File: src/rtl/vga_timing_gen.sv
// 640x480@60Hz VGA raster timing generator.
// A pixel-rate enable is derived from the system clock rather than a second clock.
// All outputs are registered and move together on pixel-advance edges.
module vga_timing_gen #(
  parameter int CLK_DIV  = 4,
  parameter int H_ACTIVE = 640,
  parameter int H_FP     = 16,
  parameter int H_SYNC   = 96,
  parameter int H_BP     = 48,
  parameter int V_ACTIVE = 480,
  parameter int V_FP     = 10,
  parameter int V_SYNC   = 2,
  parameter int V_BP     = 33
) (
  input  logic       clk,
  input  logic       rst,
  output logic       pix_en,
  output logic [9:0] h_cnt,
  output logic [9:0] v_cnt,
  output logic       valid,
  output logic       hsync,
  output logic       vsync,
  output logic       line_start,
  output logic       frame_start
);

  localparam int H_TOTAL = H_ACTIVE + H_FP + H_SYNC + H_BP;
  localparam int V_TOTAL = V_ACTIVE + V_FP + V_SYNC + V_BP;
  localparam int DIV_W   = $clog2(CLK_DIV);

  localparam logic [DIV_W-1:0] DIV_LAST = DIV_W'(CLK_DIV - 1);
  localparam logic [9:0] H_LAST    = 10'(H_TOTAL - 1);
  localparam logic [9:0] V_LAST    = 10'(V_TOTAL - 1);
  localparam logic [9:0] H_VIS     = 10'(H_ACTIVE);
  localparam logic [9:0] V_VIS     = 10'(V_ACTIVE);
  localparam logic [9:0] HS_START  = 10'(H_ACTIVE + H_FP);
  localparam logic [9:0] HS_END    = 10'(H_ACTIVE + H_FP + H_SYNC);
  localparam logic [9:0] VS_START  = 10'(V_ACTIVE + V_FP);
  localparam logic [9:0] VS_END    = 10'(V_ACTIVE + V_FP + V_SYNC);

  logic [DIV_W-1:0] div_cnt;
  logic             tick;
  logic [9:0]       h_nxt;
  logic [9:0]       v_nxt;
  logic             h_wrap;
  logic             v_wrap;

  assign tick = (div_cnt == DIV_LAST);

  // Clock divider: counts 0..CLK_DIV-1, the last count triggers a pixel advance.
  always_ff @(posedge clk) begin
    // NOTE: sequential state uses non-blocking assignments so every register samples pre-edge values.
    if (!rst) begin
      div_cnt <= '0;
    end else if (tick) begin
      div_cnt <= '0;
    end else begin
      div_cnt <= div_cnt + 1'b1;
    end
  end

  // Next raster position; only consumed on tick edges.
  always_comb begin
    // NOTE: every output gets a default first so no path can infer a latch.
    h_nxt  = h_cnt + 10'd1;
    v_nxt  = v_cnt;
    h_wrap = 1'b0;
    v_wrap = 1'b0;
    if (h_cnt == H_LAST) begin
      h_nxt  = '0;
      h_wrap = 1'b1;
      if (v_cnt == V_LAST) begin
        v_nxt  = '0;
        v_wrap = 1'b1;
      end else begin
        v_nxt = v_cnt + 10'd1;
      end
    end
  end

  // Output registers: counters, decodes and markers all update on the same edge.
  always_ff @(posedge clk) begin
    if (!rst) begin
      pix_en      <= 1'b0;
      h_cnt       <= '0;
      v_cnt       <= '0;
      valid       <= 1'b1;
      hsync       <= 1'b1;
      vsync       <= 1'b1;
      line_start  <= 1'b0;
      frame_start <= 1'b0;
    end else begin
      pix_en      <= tick;
      line_start  <= 1'b0;
      frame_start <= 1'b0;
      if (tick) begin
        h_cnt       <= h_nxt;
        v_cnt       <= v_nxt;
        valid       <= (h_nxt < H_VIS) && (v_nxt < V_VIS);
        hsync       <= !((h_nxt >= HS_START) && (h_nxt < HS_END));
        vsync       <= !((v_nxt >= VS_START) && (v_nxt < VS_END));
        line_start  <= h_wrap;
        frame_start <= h_wrap && v_wrap;
      end
    end
  end

endmodule

File: config.mk
export PLATFORM = sky130hd
export DESIGN_NAME = vga_timing_gen
export DESIGN_NICKNAME = d
export VERILOG_FILES = /design/src/rtl/vga_timing_gen.sv
export SDC_FILE = /design/constraint.sdc
export NUM_CORES = 1
export LEC_CHECK = 0
export CAP_MARGIN = 10
export CORE_UTILIZATION = 35
export CTS_CLUSTER_DIAMETER = 50
export DETAILED_ROUTE_END_ITERATION = 8
export GPL_ROUTABILITY_DRIVEN = 1
export HOLD_SLACK_MARGIN = 0.15
export PLACE_DENSITY = 0.64
export SLEW_MARGIN = 25
export SYNTH_ARGS = -nofsm -noshare
export SYNTH_HDL_FRONTEND = slang
export SYNTH_SLANG_ARGS = --single-unit
File: constraint.sdc
create_clock -name clk -period 2.2 [get_ports clk]
set_input_delay 0.33 -clock clk [delete_from_list [all_inputs] [get_ports clk]]
set_output_delay 0.33 -clock clk [all_outputs]
set_load 0.01 [all_outputs]
==> tab_implementation.tex, run 1 <==
\begin{tabular}{lr}
\hline
Metric & Value \\
\hline
\multicolumn{2}{l}{\textbf{Outcome}} \\
\quad Result of the run & finished clean \\
\multicolumn{2}{l}{\textbf{Final layout}} \\
\quad Share of final-layout standard cells stronger than drive strength 1 & 14.88\% \\
\quad Layout-stage area growth over the synthesis result & 30.17\% \\
\quad Post-layout instance area & 2057 um2 \\
\quad NumNets Final & 250 \\
\quad Cell Count, Final, Fillers Out & 294 \\
\quad Antenna diode count & 0 \\
\quad Utilization of the core after routing & 47.24\% \\
\multicolumn{2}{l}{\textbf{STA}} \\
\quad Transition at the pin with the smallest max-transition slack & 0.3347 ns \\
\quad Unrepaired setup endpoints after global routing & no \\
\quad Slew Limit Headroom & 77.48\% \\
\quad Setup Total Neg Slack & 0 ns \\
\quad Time the worst path needs with I/O delays and setup & 2.096 ns \\
\quad Max frequency & 0.4770 GHz \\
\quad Worst setup margin & 0.1037 ns \\
\quad Max-slew violation count & 0 \\
\quad Portion of the clock cycle consumed by the worst path in the final layout & 95.28\% \\
\quad Final setup viols & 0 \\
\quad Clock skew & 0.006403 ns \\
\quad Minimum hold slack & 0.4292 ns \\
\quad Number of hold violations in the final report & 0 \\
\multicolumn{2}{l}{\textbf{Routing}} \\
\quad Post-detailed-route via-to-cell ratio & 5.517 \\
\quad Length of the first detailed-routing pass in iterations & 5 \\
\quad Remaining design rule violation count & 0 \\
\quad Detailed-route via count & 1622 \\
\quad Post-detailed-route count of antenna-violating nets & 0 \\
\quad Wire length per cell & 14.03 um \\
\quad Number of violations reported at the end of detailed-routing iteration 0 & 180 \\
\quad Total detailed-routing wirelength & 4125 um \\
\multicolumn{2}{l}{\textbf{GRT}} \\
\quad Final global-route overflow total & 0 \\
\quad Met2 capacity usage during global routing & 28.05\% \\
\quad Grt met1 use & 25.59\% \\
\quad Aggregate global-route resource usage & 18.03\% \\
\quad Largest net degree at the start of global routing & 17 \\
\quad Met3 track demand over resource & 2.326\% \\
\quad Global-route wire length before repair & 7031 um \\
\quad Initial antenna violation count & 0 \\
\quad Layer carrying the most global-route usage & met2 \\
\quad Number of global-route vias before repair & 1488 \\
\multicolumn{2}{l}{\textbf{Die}} \\
\quad Vertical die dimension & 69.20 um \\
\quad I/O pin count & 28 \\
\quad Width of the chip & 69.20 um \\
\quad Starting density of the core & 36.29\% \\
\quad Core area & 4354 um2 \\
\quad Die area & 4788 um2 \\
\quad Site row count & 24 \\
\multicolumn{2}{l}{\textbf{Placement}} \\
\quad Instance area at placement & 2012 um2 \\
\quad Count of input and output buffers & 27 \\
\quad Number of placed cells counting well taps & 291 \\
\quad Worst Setup Slack post-DPL & 0.1336 ns \\
\quad Final Wtd Congestion & 0.9185 \\
\quad DPL Wire Length & 3014 um \\
\multicolumn{2}{l}{\textbf{Pwr}} \\
\quad Total power & 0.8800 mW \\
\quad Leakage & 0.7677 nW \\
\quad Highest ir drop seen on vdd & 207.7 uV \\
\quad Power density over cell area & 427.8 nW/um2 \\
\multicolumn{2}{l}{\textbf{Logic synthesis}} \\
\quad Synth top cells by count & 30 x nor2\_1, 28 x dfxtp\_1, 19 x a21oi\_1 \\
\quad Post-synthesis cell type with the largest combined area & dfxtp\_1 \\
\quad Synthesized cell area & 1580 um2 \\
\quad Predominant post-synthesis flop cell & dfxtp\_1 \\
\quad Portion of synthesized cell area occupied by the leading cell type & 35.47\% \\
\quad Top cells by area in the synthesized netlist & dfxtp\_1 35\%, nor2\_1 7.1\%, a21oi\_1 6.0\% \\
\quad Synth unique cells & 44 \\
\quad Synthesized netlist net count & 209 \\
\quad Number of flops mapped to enable cells by yosys & 0 \\
\quad Number of warnings reported in the yosys synthesis log & 0 \\
\quad Most numerous cell in the Yosys netlist & nor2\_1 \\
\quad Share of the yosys chip area belonging to registers & 35.47\% \\
\quad Share of flip-flops with an asynchronous set or reset & 0\% \\
\quad Syn avg cell area & 7.785 um2 \\
\quad Post-Syn Instances & 203 \\
\quad Yosys reg bits & 28 \\
\multicolumn{2}{l}{\textbf{Setup path}} \\
\quad Critical path data required time & 2.40 ns \\
\quad Path type of the worst setup path & flip-flop to flip-flop \\
\quad Type of destination of the critical path & flip-flop \\
\quad Arr. time, crit path & 2.30 ns \\
\quad Startpoint type of the worst setup path & flip-flop \\
\quad Crit path max fanout & 9 \\
\multicolumn{2}{l}{\textbf{CTS}} \\
\quad Root Buffer & clkbuf\_8 \\
\quad Hold-fix buffers at CTS & 0 \\
\quad CTS buffer count & 3 \\
\quad Clock Sink Count & 28 \\
\quad Worst-case clock buffer depth & 2 \\
\quad Clock tree from TritonCTS & done \\
\quad Total number of H-tree levels & 1 \\
\quad Worst-Skew Late Latency & 0.28 ns \\
\quad Clock-pin slew of the registers on the worst-case setup and hold paths & 0.10 ns \\
\multicolumn{2}{l}{\textbf{Run}} \\
\quad Max cap viols & 0 \\
\multicolumn{2}{l}{\textbf{Min path}} \\
\quad Hold/Removal Path Class & flip-flop to flip-flop \\
\hline
\end{tabular}
-- cell type report --
type	count	area, um2
Clock buffer	3	41.29
Fill cell	434	2297
Inverter	7	26.28
Multi-Input combinational cell	156	934.6
Sequential cell	28	561.8
Tap cell	52	65.06
Timing Repair Buffer	48	427.9
-- flip-flops by register name (all words and copies together) (netlist names) --
signal and cells:
div_cnt 2, frame_start 1, h_cnt 10, hsync 1, line_start 1, pix_en 1, v_cnt 10, valid 1
vsync 1
-- worst max-delay path: stages, from the launching register on --
cell      delay [ns]
dfxtp_1         0.32
or4_4           0.54
or4_4           0.49
o211a_1         0.17
a211oi_2        0.17
nand2_1         0.11
o31ai_2         0.23
-- power by group --
part | internal, mW | switching, mW
combinational | 0.0323 | 0.0389
clock | 0.123 | 0.160
sequential | 0.517 | 0.00837
-- cell usage in the layout, fill, tap and decap left out, drive strengths merged, types with 2 or more instances in the layout --
cell	count
inv	6
a21o	2
and4	3
nor2	30
ha	4
nand4	4
nand2	18
nor4	3
buf	21
dfxtp	28
o22ai	2
or3	4
clkbuf	3
o21ai	9
a21oi	19
and2	2
nor3b	2
a31oi	4
or4	4
clkdlybuf4s50	27
o31ai	2
xnor2	3
and3	4
nand3	8
o211a	3
xor2	6
nor3	9
-- final timing paths --
kind / start / to / slack [ns] / cells after the start
setup / recovery: v_cnt[5]$_SDFFE_PN0P_ / valid$_SDFFE_PN1P_ / 0.10 / 6
hold / removal: div_cnt[0]$_SDFF_PP0_ / div_cnt[0]$_SDFF_PP0_ / 0.43 / 1
setup reg to reg: v_cnt[5]$_SDFFE_PN0P_ / valid$_SDFFE_PN1P_ / 0.10 / 6
hold reg to reg: div_cnt[0]$_SDFF_PP0_ / div_cnt[0]$_SDFF_PP0_ / 0.43 / 1
-- per-layer routing --
layer / share of wire [%] / up-vias / wire length [um]
met3: 4.7 / 4 / 195
met1: 48 / 758 / 1968
met4: 1.2 / 0 / 48
met5: 0 / - / 0
li1: - / 806 / -
met2: 46 / 54 / 1913
-- cell families (layout without fill, tap and decap cells) --
| kind of cell | after synthesis | count (layout) | share of synthesized area (%) |
|---|---|---|---|
| buffers and inverters | 19 | 58 | 5.621 |
| XOR/XNOR | 9 | 9 | 4.988 |
| adder cells (fa/ha/maj) | 4 | 4 | 3.167 |
| flip-flops | 28 | 28 | 35.47 |
| AND/OR/NAND/NOR | 94 | 94 | 30.01 |
| multiplexers | 2 | 2 | 1.346 |
| AO/OA/AOI/OAI | 47 | 47 | 19.40 |
-- what timing repair did --
action,CTS,global route
resized for setup,0,1
setup endpoints to repair,0,1
setup buffers,0,0
No activity file was read; power rests on OpenSTA's default activity.
==> run 2: changes to the inputs <==
==> constraint.sdc (replaced) <==
create_clock -name clk -period 2.2 [get_ports clk]
set_input_delay 0.66 -clock clk [delete_from_list [all_inputs] [get_ports clk]]
set_output_delay 0.66 -clock clk [all_outputs]
set_load 0.01 [all_outputs]
==> tab_implementation.tex, run 2 (same netlist as run 1, synthesis figures left out) <==
\begin{tabular}{lr}
\hline
Metric & Value \\
\hline
\multicolumn{2}{l}{\textbf{Outcome}} \\
\quad Result of the run & finished clean \\
\multicolumn{2}{l}{\textbf{Setup path}} \\
\quad Critical path data required time & 2.39 ns (about the same) \\
\quad Depth of the worst register-to-register path & 6 (unchanged) \\
\quad Crit path max fanout & 9 (unchanged) \\
\quad Path type of the worst setup path & flip-flop to flip-flop \\
\quad Type of destination of the critical path & flip-flop \\
\quad Startpoint type of the worst setup path & flip-flop \\
\quad Arr. time, crit path & 2.33 ns (+0.03 ns) \\
\multicolumn{2}{l}{\textbf{STA}} \\
\quad Clock skew & 0.009465 ns (+0.003062 ns) \\
\quad Time the worst path needs with I/O delays and setup & 2.142 ns (+0.04528 ns) \\
\quad Number of hold violations in the final report & 0 (unchanged) \\
\quad Portion of the clock cycle consumed by the worst path in the final layout & 97.34\% (+2.1 points) \\
\quad Unrepaired setup endpoints after global routing & yes \\
\quad Max-slew violation count & 0 (unchanged) \\
\quad Slew Limit Headroom & 77.81\% (+0.33 points) \\
\quad Transition at the pin with the smallest max-transition slack & 0.3321 ns (-0.002611 ns) \\
\quad Minimum hold slack & 0.4272 ns (-0.002001 ns) \\
\quad Final setup viols & 0 (unchanged) \\
\quad Worst setup margin & 0.05845 ns (-0.04528 ns) \\
\quad Max frequency & 0.4670 GHz (-2.1\%) \\
\multicolumn{2}{l}{\textbf{Routing}} \\
\quad Post-detailed-route count of antenna-violating nets & 0 (unchanged) \\
\quad Total detailed-routing wirelength & 3946 um (-4.3\%) \\
\quad Detailed-route via count & 1565 (-3.5\%) \\
\quad Number of violations reported at the end of detailed-routing iteration 0 & 131 (-27\%) \\
\quad Wire length per cell & 13.33 um (-5.0\%) \\
\quad Remaining design rule violation count & 0 (unchanged) \\
\quad Length of the first detailed-routing pass in iterations & 4 (-1) \\
\quad Post-detailed-route via-to-cell ratio & 5.287 (-4.2\%) \\
\multicolumn{2}{l}{\textbf{CTS}} \\
\quad CTS buffer count & 3 (unchanged) \\
\quad Clock Sink Count & 28 (unchanged) \\
\quad Root Buffer & clkbuf\_8 \\
\quad Number of gates resized after cts & 0 (unchanged) \\
\quad Hold-fix buffers at CTS & 0 (unchanged) \\
\quad Total number of H-tree levels & 1 (unchanged) \\
\quad Worst-Skew Late Latency & 0.27 ns (about the same) \\
\quad Clock tree from TritonCTS & done \\
\quad Post CTS Setup Buffer Count & 0 (unchanged) \\
\quad Worst-case clock buffer depth & 2 (unchanged) \\
\quad Clock-pin slew of the registers on the worst-case setup and hold paths & 0.10 ns (about the same) \\
\multicolumn{2}{l}{\textbf{Placement}} \\
\quad Final Wtd Congestion & 0.8733 (-4.9\%) \\
\quad Worst Setup Slack post-DPL & 0.09789 ns (-0.03567 ns) \\
\quad DPL Wire Length & 2930 um (-2.8\%) \\
\quad Count of input and output buffers & 27 (unchanged) \\
\quad Instance area at placement & 2027 um2 (+0.75\%) \\
\multicolumn{2}{l}{\textbf{Final layout}} \\
\quad Layout-stage area growth over the synthesis result & 30.88\% \\
\quad Share of final-layout standard cells stronger than drive strength 1 & 15.16\% (+0.29 points) \\
\quad Post-layout instance area & 2068 um2 (+0.55\%) \\
\quad Most used cells in the layout excluding fill and tap cells & 30 x nor2\_1, 27 x dfxtp\_1, 27 x clkdlybuf4s50\_1 \\
\quad Registers with the highest flip-flop counts & h\_cnt: 10 flops, v\_cnt: 10 flops, div\_cnt: 2 flops \\
\quad Utilization of the core after routing & 47.50\% (+0.26 points) \\
\quad NumNets Final & 252 (+0.80\%) \\
\quad Antenna diode count & 0 (unchanged) \\
\quad Commonest non-fill, non-tap cell in the layout & nor2\_1 \\
\multicolumn{2}{l}{\textbf{Run}} \\
\quad Max cap viols & 0 (unchanged) \\
\multicolumn{2}{l}{\textbf{Die}} \\
\quad Site row count & 24 (unchanged) \\
\quad Vertical die dimension & 69.20 um (unchanged) \\
\quad I/O pin count & 28 (unchanged) \\
\quad Core area & 4354 um2 (unchanged) \\
\quad Starting density of the core & 36.29\% (unchanged) \\
\quad Width of the chip & 69.20 um (unchanged) \\
\quad Die area & 4788 um2 (unchanged) \\
\multicolumn{2}{l}{\textbf{GRT}} \\
\quad Global-route wire length before repair & 6727 um (-4.3\%) \\
\quad Largest net degree at the start of global routing & 15 (-2) \\
\quad Aggregate global-route resource usage & 16.86\% (-1.2 points) \\
\quad Number of global-route vias before repair & 1395 (-6.3\%) \\
\quad Met2 capacity usage during global routing & 25.13\% (-2.9 points) \\
\quad Met3 track demand over resource & 1.599\% (-0.73 points) \\
\quad Layer carrying the most global-route usage & met1 \\
\quad Grt met1 use & 25.88\% (+0.29 points) \\
\quad Initial antenna violation count & 0 (unchanged) \\
\quad Final global-route overflow total & 0 (unchanged) \\
\multicolumn{2}{l}{\textbf{Pwr}} \\
\quad Highest ir drop seen on vdd & 187.5 uV (-9.7\%) \\
\quad Total power & 0.8758 mW (-0.47\%) \\
\quad Leakage & 0.7761 nW (+1.1\%) \\
\quad Power density over cell area & 423.5 nW/um2 (-1.0\%) \\
\multicolumn{2}{l}{\textbf{Min path}} \\
\quad Cell depth of the worst hold path & 1 (unchanged) \\
\quad Hold/Removal Path Class & flip-flop to flip-flop \\
\hline
\end{tabular}
[run 2: changes by cell type in the layout (fill, tap and decap cells not counted), sizes merged]
cell,before,now
buf,21,23
[run 2: final cells by class]
cell class,count,area [um2]
Fill cell,434,2286
Timing Repair Buffer,50,442.9
Tap cell,52,65.06
Sequential cell,28,561.8
Multi-Input combinational cell,156,930.9
Clock buffer,3,41.29
Inverter,7,26.28
[run 2: power breakdown]
part           internal [mW]  switching, mW  leakage (nW)
Combinational         0.0347         0.0393         0.528
Clock                  0.123          0.154        0.0216
Sequential             0.517        0.00794         0.227
[run 2: path summary, 6_finish.rpt]
path                                       startpoint                    end  slack [ns]
worst max register to register  v_cnt[5]$_SDFFE_PN0P_     valid$_SDFFE_PN1P_        0.06
worst max-delay path            v_cnt[5]$_SDFFE_PN0P_     valid$_SDFFE_PN1P_        0.06
worst min register to register  div_cnt[0]$_SDFF_PP0_  div_cnt[0]$_SDFF_PP0_        0.43
worst min-delay path            div_cnt[0]$_SDFF_PP0_  div_cnt[0]$_SDFF_PP0_        0.43
[run 2: per-layer routing]
metal / part of all wire, % / routed length [um]
met2: 45 / 1781
met5: 0 / 0
met1: 51 / 2024
met4: 0.73 / 29
met3: 2.8 / 110
[run 2: critical path: stages, from the launching register on]
cell	delay [ns]
dfxtp_1	0.32
or4_4	0.54
or4_4	0.49
o211a_1	0.17
a211oi_2	0.20
nand2_1	0.12
o31ai_2	0.24
[run 2: per-stage QoR]
| step | cells | TNS (ns) |
|---|---|---|
| final | 296 | 0 |
| after global routing | 296 | -0.01741 |
| after CTS | 296 | 0 |
| after detailed placement | 293 | 0 |
| after global placement | 293 | 0 |
| after floorplan | 203 | 0 |
==> run 3: changes to the inputs <==
==> constraint.sdc (replaced) <==
create_clock -name clk -period 2.2 [get_ports clk]
set_input_delay 0.22 -clock clk [delete_from_list [all_inputs] [get_ports clk]]
set_output_delay 0.22 -clock clk [all_outputs]
set_load 0.01 [all_outputs]
==> tab_implementation.tex, run 3 (same netlist as run 1, synthesis figures left out) <==
\begin{tabular}{lr}
\hline
Metric & Value \\
\hline
\multicolumn{2}{l}{\textbf{Routing}} \\
\quad Remaining design rule violation count & 0 (unchanged) \\
\quad Wire length on met2 & 1770 um (-0.62\%) \\
\quad Post-detailed-route via-to-cell ratio & 5.285 (about the same) \\
\quad Highest metal used & met4 \\
\quad Length of the first detailed-routing pass in iterations & 4 (unchanged) \\
\quad Number of violations reported at the end of detailed-routing iteration 0 & 124 (-5.3\%) \\
\quad Wire length on met3 & 142 um (+29\%) \\
\quad Total detailed-routing wirelength & 4002 um (+1.4\%) \\
\quad Detailed-route via count & 1559 (-0.38\%) \\
\quad Post-detailed-route count of antenna-violating nets & 0 (unchanged) \\
\quad Wire length per cell & 13.57 um (+1.8\%) \\
\quad Metal-1 WL & 2016 um (-0.40\%) \\
\multicolumn{2}{l}{\textbf{STA}} \\
\quad Final setup viols & 0 (unchanged) \\
\quad Slew Limit Headroom & 75.34\% (-2.5 points) \\
\quad Time the worst path needs with I/O delays and setup & 2.118 ns (-0.02368 ns) \\
\quad Unrepaired setup endpoints after global routing & yes \\
\quad Number of hold violations in the final report & 0 (unchanged) \\
\quad Max frequency & 0.4722 GHz (+1.1\%) \\
\quad Worst setup margin & 0.08213 ns (+0.02368 ns) \\
\quad Portion of the clock cycle consumed by the worst path in the final layout & 96.27\% (-1.1 points) \\
\quad Transition at the pin with the smallest max-transition slack & 0.3665 ns (+0.03436 ns) \\
\quad Max-slew violation count & 0 (unchanged) \\
\quad Clock skew & 0.005340 ns (-0.004125 ns) \\
\quad Minimum hold slack & 0.4269 ns (-0.0003580 ns) \\
\multicolumn{2}{l}{\textbf{Final layout}} \\
\quad Antenna diode count & 0 (unchanged) \\
\quad Registers with the highest flip-flop counts & h\_cnt: 10 flops, v\_cnt: 10 flops, div\_cnt: 2 flops \\
\quad Commonest non-fill, non-tap cell in the layout & nor2\_1 \\
\quad NumNets Final & 250 (-0.79\%) \\
\quad Layout-stage area growth over the synthesis result & 30.80\% (about the same) \\
\quad Share of final-layout standard cells stronger than drive strength 1 & 14.81\% (-0.35 points) \\
\quad Cell Count, Final, Fillers Out & 295 (-0.34\%) \\
\quad Most used cells in the layout excluding fill and tap cells & 30 x nor2\_1, 27 x dfxtp\_1, 27 x clkdlybuf4s50\_1 \\
\multicolumn{2}{l}{\textbf{CTS}} \\
\quad Clock-pin slew of the registers on the worst-case setup and hold paths & 0.10 ns (about the same) \\
\quad Clock Sink Count & 28 (unchanged) \\
\quad CTS buffer count & 3 (unchanged) \\
\quad Worst-case clock buffer depth & 2 (unchanged) \\
\quad Total number of H-tree levels & 1 (unchanged) \\
\quad Number of gates resized after cts & 0 (unchanged) \\
\quad Root Buffer & clkbuf\_8 \\
\quad Worst-Skew Late Latency & 0.28 ns (about the same) \\
\quad Clock tree from TritonCTS & done \\
\multicolumn{2}{l}{\textbf{Setup path}} \\
\quad Critical path data required time & 2.40 ns (about the same) \\
\quad Register-to-Register Setup Slack & 0.08 ns (+0.02 ns) \\
\quad Most used cell, CP & or4\_4 \\
\quad Crit path max fanout & 9 (unchanged) \\
\quad Startpoint type of the worst setup path & flip-flop \\
\quad Max incr delay on CP & 0.54 ns (about the same) \\
\quad Critical-path cell list & or4\_4 > or4\_4 > o211a\_1 > a211oi\_2 > nand2\_1 > o31ai\_2 \\
\quad Path type of the worst setup path & flip-flop to flip-flop \\
\quad Worst-path cell with the longest stage delay & or4\_4 \\
\quad Top cell family by delay on the critical path & simple AND/OR/NAND/NOR gates \\
\quad Buffers and inverters on the worst path & 0 (unchanged) \\
\quad Arr. time, crit path & 2.32 ns (about the same) \\
\quad Type of destination of the critical path & flip-flop \\
\multicolumn{2}{l}{\textbf{Placement}} \\
\quad Count of input and output buffers & 27 (unchanged) \\
\quad Final Wtd Congestion & 0.9106 (+4.3\%) \\
\quad Number of placed cells counting well taps & 291 (-0.68\%) \\
\quad DPL Wire Length & 2980 um (+1.7\%) \\
\quad Worst Setup Slack post-DPL & 0.1095 ns (+0.01160 ns) \\
\multicolumn{2}{l}{\textbf{Min path}} \\
\quad Hold/Removal Path Class & flip-flop to flip-flop \\
\multicolumn{2}{l}{\textbf{Die}} \\
\quad Vertical die dimension & 69.20 um (unchanged) \\
\quad I/O pin count & 28 (unchanged) \\
\quad Starting density of the core & 36.29\% (unchanged) \\
\quad Width of the chip & 69.20 um (unchanged) \\
\quad Die area & 4788 um2 (unchanged) \\
\quad Site row count & 24 (unchanged) \\
\quad Core area & 4354 um2 (unchanged) \\
\multicolumn{2}{l}{\textbf{Run}} \\
\quad Max cap viols & 0 (unchanged) \\
\multicolumn{2}{l}{\textbf{Pwr}} \\
\quad Internal cell power & 0.7100 mW (+5.2\%) \\
\quad Leakage & 0.7737 nW (-0.31\%) \\
\quad Comb pwr share & 7.6\% (-0.9 points) \\
\quad Net Sw Power & 0.2152 mW (+7.0\%) \\
\quad Portion of total power attributed to the clock network & 35.6\% (+4.0 points) \\
\quad Power density over cell area & 447.6 nW/um2 (+5.7\%) \\
\quad Switching power as a share of total power & 23.26\% (+0.29 points) \\
\quad Highest ir drop seen on vdd & 216.2 uV (+15\%) \\
\quad Seq pwr share & 56.8\% (-3.1 points) \\
\multicolumn{2}{l}{\textbf{GRT}} \\
\quad Final global-route overflow total & 0 (unchanged) \\
\quad Aggregate global-route resource usage & 17.29\% (+0.44 points) \\
\quad Initial antenna violation count & 0 (unchanged) \\
\quad Global-route wire length before repair & 6796 um (+1.0\%) \\
\quad Number of global-route vias before repair & 1450 (+3.9\%) \\
\quad Largest net degree at the start of global routing & 19 (+4) \\
\multicolumn{2}{l}{\textbf{Outcome}} \\
\quad Result of the run & finished clean \\
\hline
\end{tabular}
[run 3: cell count changes in the layout (fill, tap and decap cells not counted), sizes merged]
cell | before | now
buf | 23 | 21
clkbuf | 3 | 4
[run 3: through the flow]
| step | power, mW | instance area [um2] | util [%] | TNS (ns) |
|---|---|---|---|---|
| 6_report | 0.9252 | 2067 | 47.47 | 0 |
| 5_1_grt | 0.9574 | 2067 | 47.47 | -0.006234 |
| 4_1_cts | 0.9322 | 2067 | 47.47 | 0 |
| 3_5_place_dp | 0.6084 | 2012 | 46.21 | 0 |
| 3_3_place_gp | 0.6079 | 2012 | 46.21 | 0 |
| 2_1_floorplan | 0.5758 | 1584 | - | 0 |
[run 3: worst register-to-register path: stages, from the launching register on]
cell	delay (ns)
dfxtp_1	0.33
or4_4	0.54
or4_4	0.50
o211a_1	0.17
a211oi_2	0.17
nand2_1	0.11
o31ai_2	0.23
[run 3: layer usage]
layer | vias to the layer above | track usage [%]
met3 | 8 | 2.180
li1 | 803 | -
met2 | 41 | 26.11
met4 | 0 | 6.803
met1 | 707 | 24.95
met5 | - | 0
[run 3: timing repair]
action / 4_1_cts / 5_1_grt
hold buffers: 0 / 0
setup endpoints to repair: 0 / 1
buffers inserted: 0 / 0
[run 3: final cells by class]
| cell class | instances | area (um2) |
|---|---|---|
| fillers | 446 | 2287 |
| multi-input cells | 156 | 930.9 |
| repair buffers | 48 | 427.9 |
| well taps | 52 | 65.06 |
| inverters | 7 | 26.28 |
| flip-flops and latches | 28 | 561.8 |
| clock buffers | 4 | 55.05 |
[run 3: final timing paths]
kind | from | to | cells past startpoint
setup / recovery | v_cnt[5]$_SDFFE_PN0P_ | valid$_SDFFE_PN1P_ | 6
hold / removal | div_cnt[0]$_SDFF_PP0_ | div_cnt[0]$_SDFF_PP0_ | 1
setup reg to reg | v_cnt[5]$_SDFFE_PN0P_ | valid$_SDFFE_PN1P_ | 6
hold reg to reg | div_cnt[0]$_SDFF_PP0_ | div_cnt[0]$_SDFF_PP0_ | 1
[run 3: power groups by stage]
stage,combinational [mW],sequential (mW),clock (mW)
after global placement,0.0711,0.537,0
after detailed placement,0.0711,0.537,0
final,0.0700,0.525,0.330
after floorplan,0.0364,0.539,0
after global routing,0.0789,0.527,0.351
after CTS,0.0712,0.525,0.336
==> variant 1: new RTL, flow settings as in run 1 <==
Change the parameter `CLK_DIV` from 4 to 8.
--- a/src/rtl/vga_timing_gen.sv
+++ b/src/rtl/vga_timing_gen.sv
@@ -4,3 +4,3 @@
 module vga_timing_gen #(
-  parameter int CLK_DIV  = 4,
+  parameter int CLK_DIV  = 8,
   parameter int H_ACTIVE = 640,
Function: changed (Yosys sat finds a counterexample within 10 cycles, from zero or initial values and one cycle with rst low).
==> variant 1 against run 1 <==
Critical path depth rose by 1; first-iteration DRC count down 66%; utilization up 1.9 points; synthesized area increased by 2.4%; worst setup slack gained 0.079 ns; wire length fell by 4.9%; worst hold slack better by 0.013 ns; highest routed layer unchanged; sequential cell count up 1; cell count is 3.4% lower; design area up 4.7%.
Power is not compared: it rests on default switching activity, and its combinational part moved more than twofold at a synthesized area within 25%.
==> variant 1: results <==
run_status:
  outcome: "finished clean"
grt:
  gr-usage-all-layers: 0.171
  grt_max_degree: 16
  grt_pass1_wl_um: 6660
  grt_pass1_vias: 1403
  gr-total-overflow: 0
routing:
  routed_wl_um: 3920
  dr_total_vias: 1483
  vias_per_cell: 5.22
  drt_first_pass_iters: 4
  drt_iter0_drc: 62
logic_synthesis:
  seq_area_frac_synth: 0.359
  synth_cell_types: 49
  avgSynthCellArea_um2: 8.74
  syn_nets: 192
  ys.warnings.count: 0
  synthFlopType: "dfxtp_1"
  synth_area_leaders: "dfxtp_1, nand2_1, ha_1, xnor2_1, and2_1"
  ys_top_cells_by_count: "dfxtp_1, nand2_1, nor2_1"
setup_path:
  cpMaxStageDelayCell: "or4_4"
  reg2reg_depth: 7
  cp_slowest_stage_delay_ns: 0.43
  r2r_end: "vsync"
  critical_path_arrival_ns: 2.16
  rrSetupSlack_ns: 0.18
  cp-startpoint: "h_cnt[0]"
  cp_max_fo: 6
cts:
  clk_latency_ns: 0.28
  cts_setup_buffers: 0
  root_buffer: "clkbuf_8"
  cts_max_level: 2
  cts_buffers: 5
  clockBufferDepth: 2
  cts.clk_slew.worst_paths_ns: 0.06
sta:
  max_slew_margin: 0.767
  finalCritPeriodShare: 0.917
  finalClockSkew_ns: 0.00309
  whs_ns: 0.442
layout:
  layout-drive-gt1-share: 0.168
  reg_top3: "h_cnt (10), v_cnt (10), div_cnt (3)"
  antenna_cells: 0
  nNetsFinal: 238
min_path:
  hold_depth: 1
  hp-start: "div_cnt[0]"
  hold_path_end: "div_cnt[0]"
place:
  port_buffers: 27
  hpwl_um: 2980
  dpl_worst_slack_ns: 0.139
  place_congestion: 0.918
  placed_cells: 276
  place_area_mm2: 0.00207
power_and_ir_drop:
  power_frac_clock: 0.422
[variant 1: changes by cell type after synthesis, moves of 4 or more]
cell      before  now
a21oi_1       19    9
nand2_1       18   23
nor3_1         9    2
or3_1          4    0
nor2_1        30   13
clkbuf_1       8    4
nand4_1        4    8
and2_1         1    8
[variant 1: final cells by class]
class,instances,area [µm²]
Fill cell,422,2230
Multi-Input combinational cell,144,990
Tap cell,52,65.1
Timing Repair Buffer,48,428
Sequential cell,29,581
Clock buffer,8,80.1
Inverter,3,11.3
[variant 1: logic make-up after synthesis]
kind of cell / share of synthesized area
DFF: 0.359
xor gates and xnor gates: 0.0642
buffers and inverters: 0.0348
and+or+nand+nor: 0.314
muxes: 0.0124
adders and majority gates: 0.0387
AOI/OAI and AO/OA: 0.177
[variant 1: layer usage]
layer	routed length, µm	up-vias	track usage	part of all wire
li1	-	758	-	-
met1	1920	687	0.237	0.49
met2	1770	36	0.259	0.45
met3	212	2	0.0462	0.054
met4	21	0	0.0489	0.0054
met5	0	-	0	0
==> variant 2: new RTL, settings of run 1 <==
Made on the original files. Remove the register `pix_en`: a continuous assignment takes its place, so the output `pix_en` follows one clock earlier.
--- a/src/rtl/vga_timing_gen.sv
+++ b/src/rtl/vga_timing_gen.sv
@@ -83,3 +83,2 @@
     if (!rst) begin
-      pix_en      <= 1'b0;
       h_cnt       <= '0;
@@ -92,3 +91,2 @@
     end else begin
-      pix_en      <= tick;
       line_start  <= 1'b0;
@@ -107,2 +105,4 @@
 
+  assign pix_en = tick;
+
 endmodule
Behaviour: not the same (Yosys sat finds a counterexample within 4 cycles, from zero or initial values and one cycle with rst low).
==> variant 2 against run 1 <==
The run now ends with design-rule violations left; synthesized area rose by 6.5%; synthesized cell count rose by 0.49%; wire length fell by 3.3%; via count decreased by 1.3%; worst setup slack gained 0.063 ns; worst hold slack gained 0.0036 ns; first-iteration DRC count decreased by 43%; power is 2.9% lower; design area rose by 2.4%; sequential cell count shrank 1; sequential share of layout area is 1.6 points lower; critical path type unchanged; critical endpoint is now vsync; largest cell class unchanged; highest routed layer unchanged.
==> variant 2: results <==
min_path:
  hold_path_end: "div_cnt[0]"
  hold_class: "flop to flop"
  hp-start: "div_cnt[0]"
setup_path:
  r2r_end: "vsync"
  cpMaxStageDelayCell: "dfxtp_1"
  critPathTopFamily: "simple AND/OR/NAND/NOR gates"
  rrSetupSlack_ns: 0.17
  critical_path_arrival_ns: 2.19
  reg2reg_depth: 8
  cp_slowest_stage_delay_ns: 0.35
  worstReg2RegStart: "h_cnt[0]"
  cp_max_fo: 7
routing:
  drt_iter0_drc: 103
  post_drt_wl_per_cell_um: 13.8
  drt-met1-wl_um: 2040
  wl_met3_um: 151
  vias_per_cell: 5.54
  drc: 3
  wl_met2_um: 1750
  drt_first_pass_iters: 7
layout:
  fill_cells: 440
  design_area_mm2: 0.00211
  reg_top3: "h_cnt (10), v_cnt (10), div_cnt (2)"
  layout-drive-gt1-share: 0.135
  instances_no_fill: 289
  nNetsFinal: 244
place:
  place_congestion: 0.862
  port_buffers: 27
  hpwl_um: 2950
  placed_cells: 285
logic_synthesis:
  ys_top_cells_by_count: "dfxtp_1, nand2_1, and2_1"
  synth-async-reset-ratio: 0
  synth_area_leaders: "dfxtp_1, nand2_1, xnor2_1, and2_1, a21oi_1"
  ys.warnings.count: 0
  seq_area_frac_synth: 0.321
  syn_nets: 210
  synth_cell_types: 51
  avgSynthCellArea_um2: 8.25
cts:
  cts_setup_buffers: 0
  clockBufferDepth: 2
  clk_latency_ns: 0.28
  cts.clk_slew.worst_paths_ns: 0.10
  cts_buffers: 3
power_and_ir_drop:
  vdd_drop_max_v: 0.000283
  p_leak_nw: 0.754
run_status:
  outcome: "finished, violations left"
  violations: "design-rule violations"
grt:
  grt_pass1_vias: 1394
  grt_max_degree: 16
  gr-usage-all-layers: 0.166
  antenna_found_initial: 0
  grt_pass1_wl_um: 6780
sta:
  tightest_slew_ns: 0.484
  finalClockSkew_ns: 0.00640
  finalSetupTns_ns: 0
==> variant 2: cell types whose count changed after synthesis, sizes merged, moves of 7 or more <==
cell / before / now
and2: 2 / 12
a21oi: 19 / 10
nor2: 30 / 10
buf: 3 / 10
nor2b: 0 / 7
==> variant 2: where the power goes <==
part | internal [W] | switching [W] | leakage [nW] | total [W]
sequential | 0.000497 | 0.00000568 | 0.218 | 0.000503
clock | 0.000127 | 0.000164 | 0.0255 | 0.000291
combinational | 0.0000293 | 0.0000318 | 0.510 | 0.0000611
total | 0.000654 | 0.000201 | 0.754 | 0.000855
==> variant 2: area by class of cell <==
class / count / share of cell area
Clock buffer: 3 / 0.0196
Clock inverter: 1 / 0.00238
Inverter: 4 / 0.00713
Multi-Input combinational cell: 159 / 0.498
Sequential cell: 27 / 0.257
Tap cell: 52 / 0.0309
Timing Repair Buffer: 43 / 0.185
==> variant 2: cell families (layout without fill, tap and decap cells) <==
kind of cell / count (synthesis) / count (layout) / synth area share
DFF: 27 / 27 / 0.321
buffers and inverters: 18 / 51 / 0.0565
and+or+nand+nor: 99 / 99 / 0.344
AOI/OAI and AO/OA: 41 / 41 / 0.169
xor gates and xnor gates: 13 / 13 / 0.0677
muxes: 2 / 2 / 0.0119
adders and majority gates: 4 / 4 / 0.0297
==> variant 2: timing repair <==
action,in CTS,in global routing
hold buffers,0,0
gates resized for setup,0,1
endpoints found under the hold margin,0,0
endpoints found under the setup margin,0,2
==> variant 2: per-stage QoR <==
stage / hold slack [ns] / setup slack, ns
floorplan: 0.399 / 0.168
global placement: 0.411 / 0.209
detailed placement: 0.422 / 0.123
CTS: 0.437 / 0.116
global route: 0.463 / 0.0105
finish: 0.433 / 0.167
==> variant 2: worst max-delay path by stage <==
stage	startpoint	endpoint	slack, ns	cells past startpoint
after floorplan	h_cnt[0]	vsync	0.17	8
after global placement	h_cnt[0]	vsync	0.21	8
after detailed placement	h_cnt[0]	vsync	0.12	8
after CTS	h_cnt[0]	vsync	0.12	8
after global routing	h_cnt[0]	vsync	0.01	8
final	h_cnt[0]	vsync	0.17	8
==> variant 2: metal layers <==
layer / vias up / global-route usage
met2: 51 / 0.252
met4: 0 / 0.0533
met1: 740 / 0.244
met3: 11 / 0.0225
met5: - / 0
li1: 799 / -
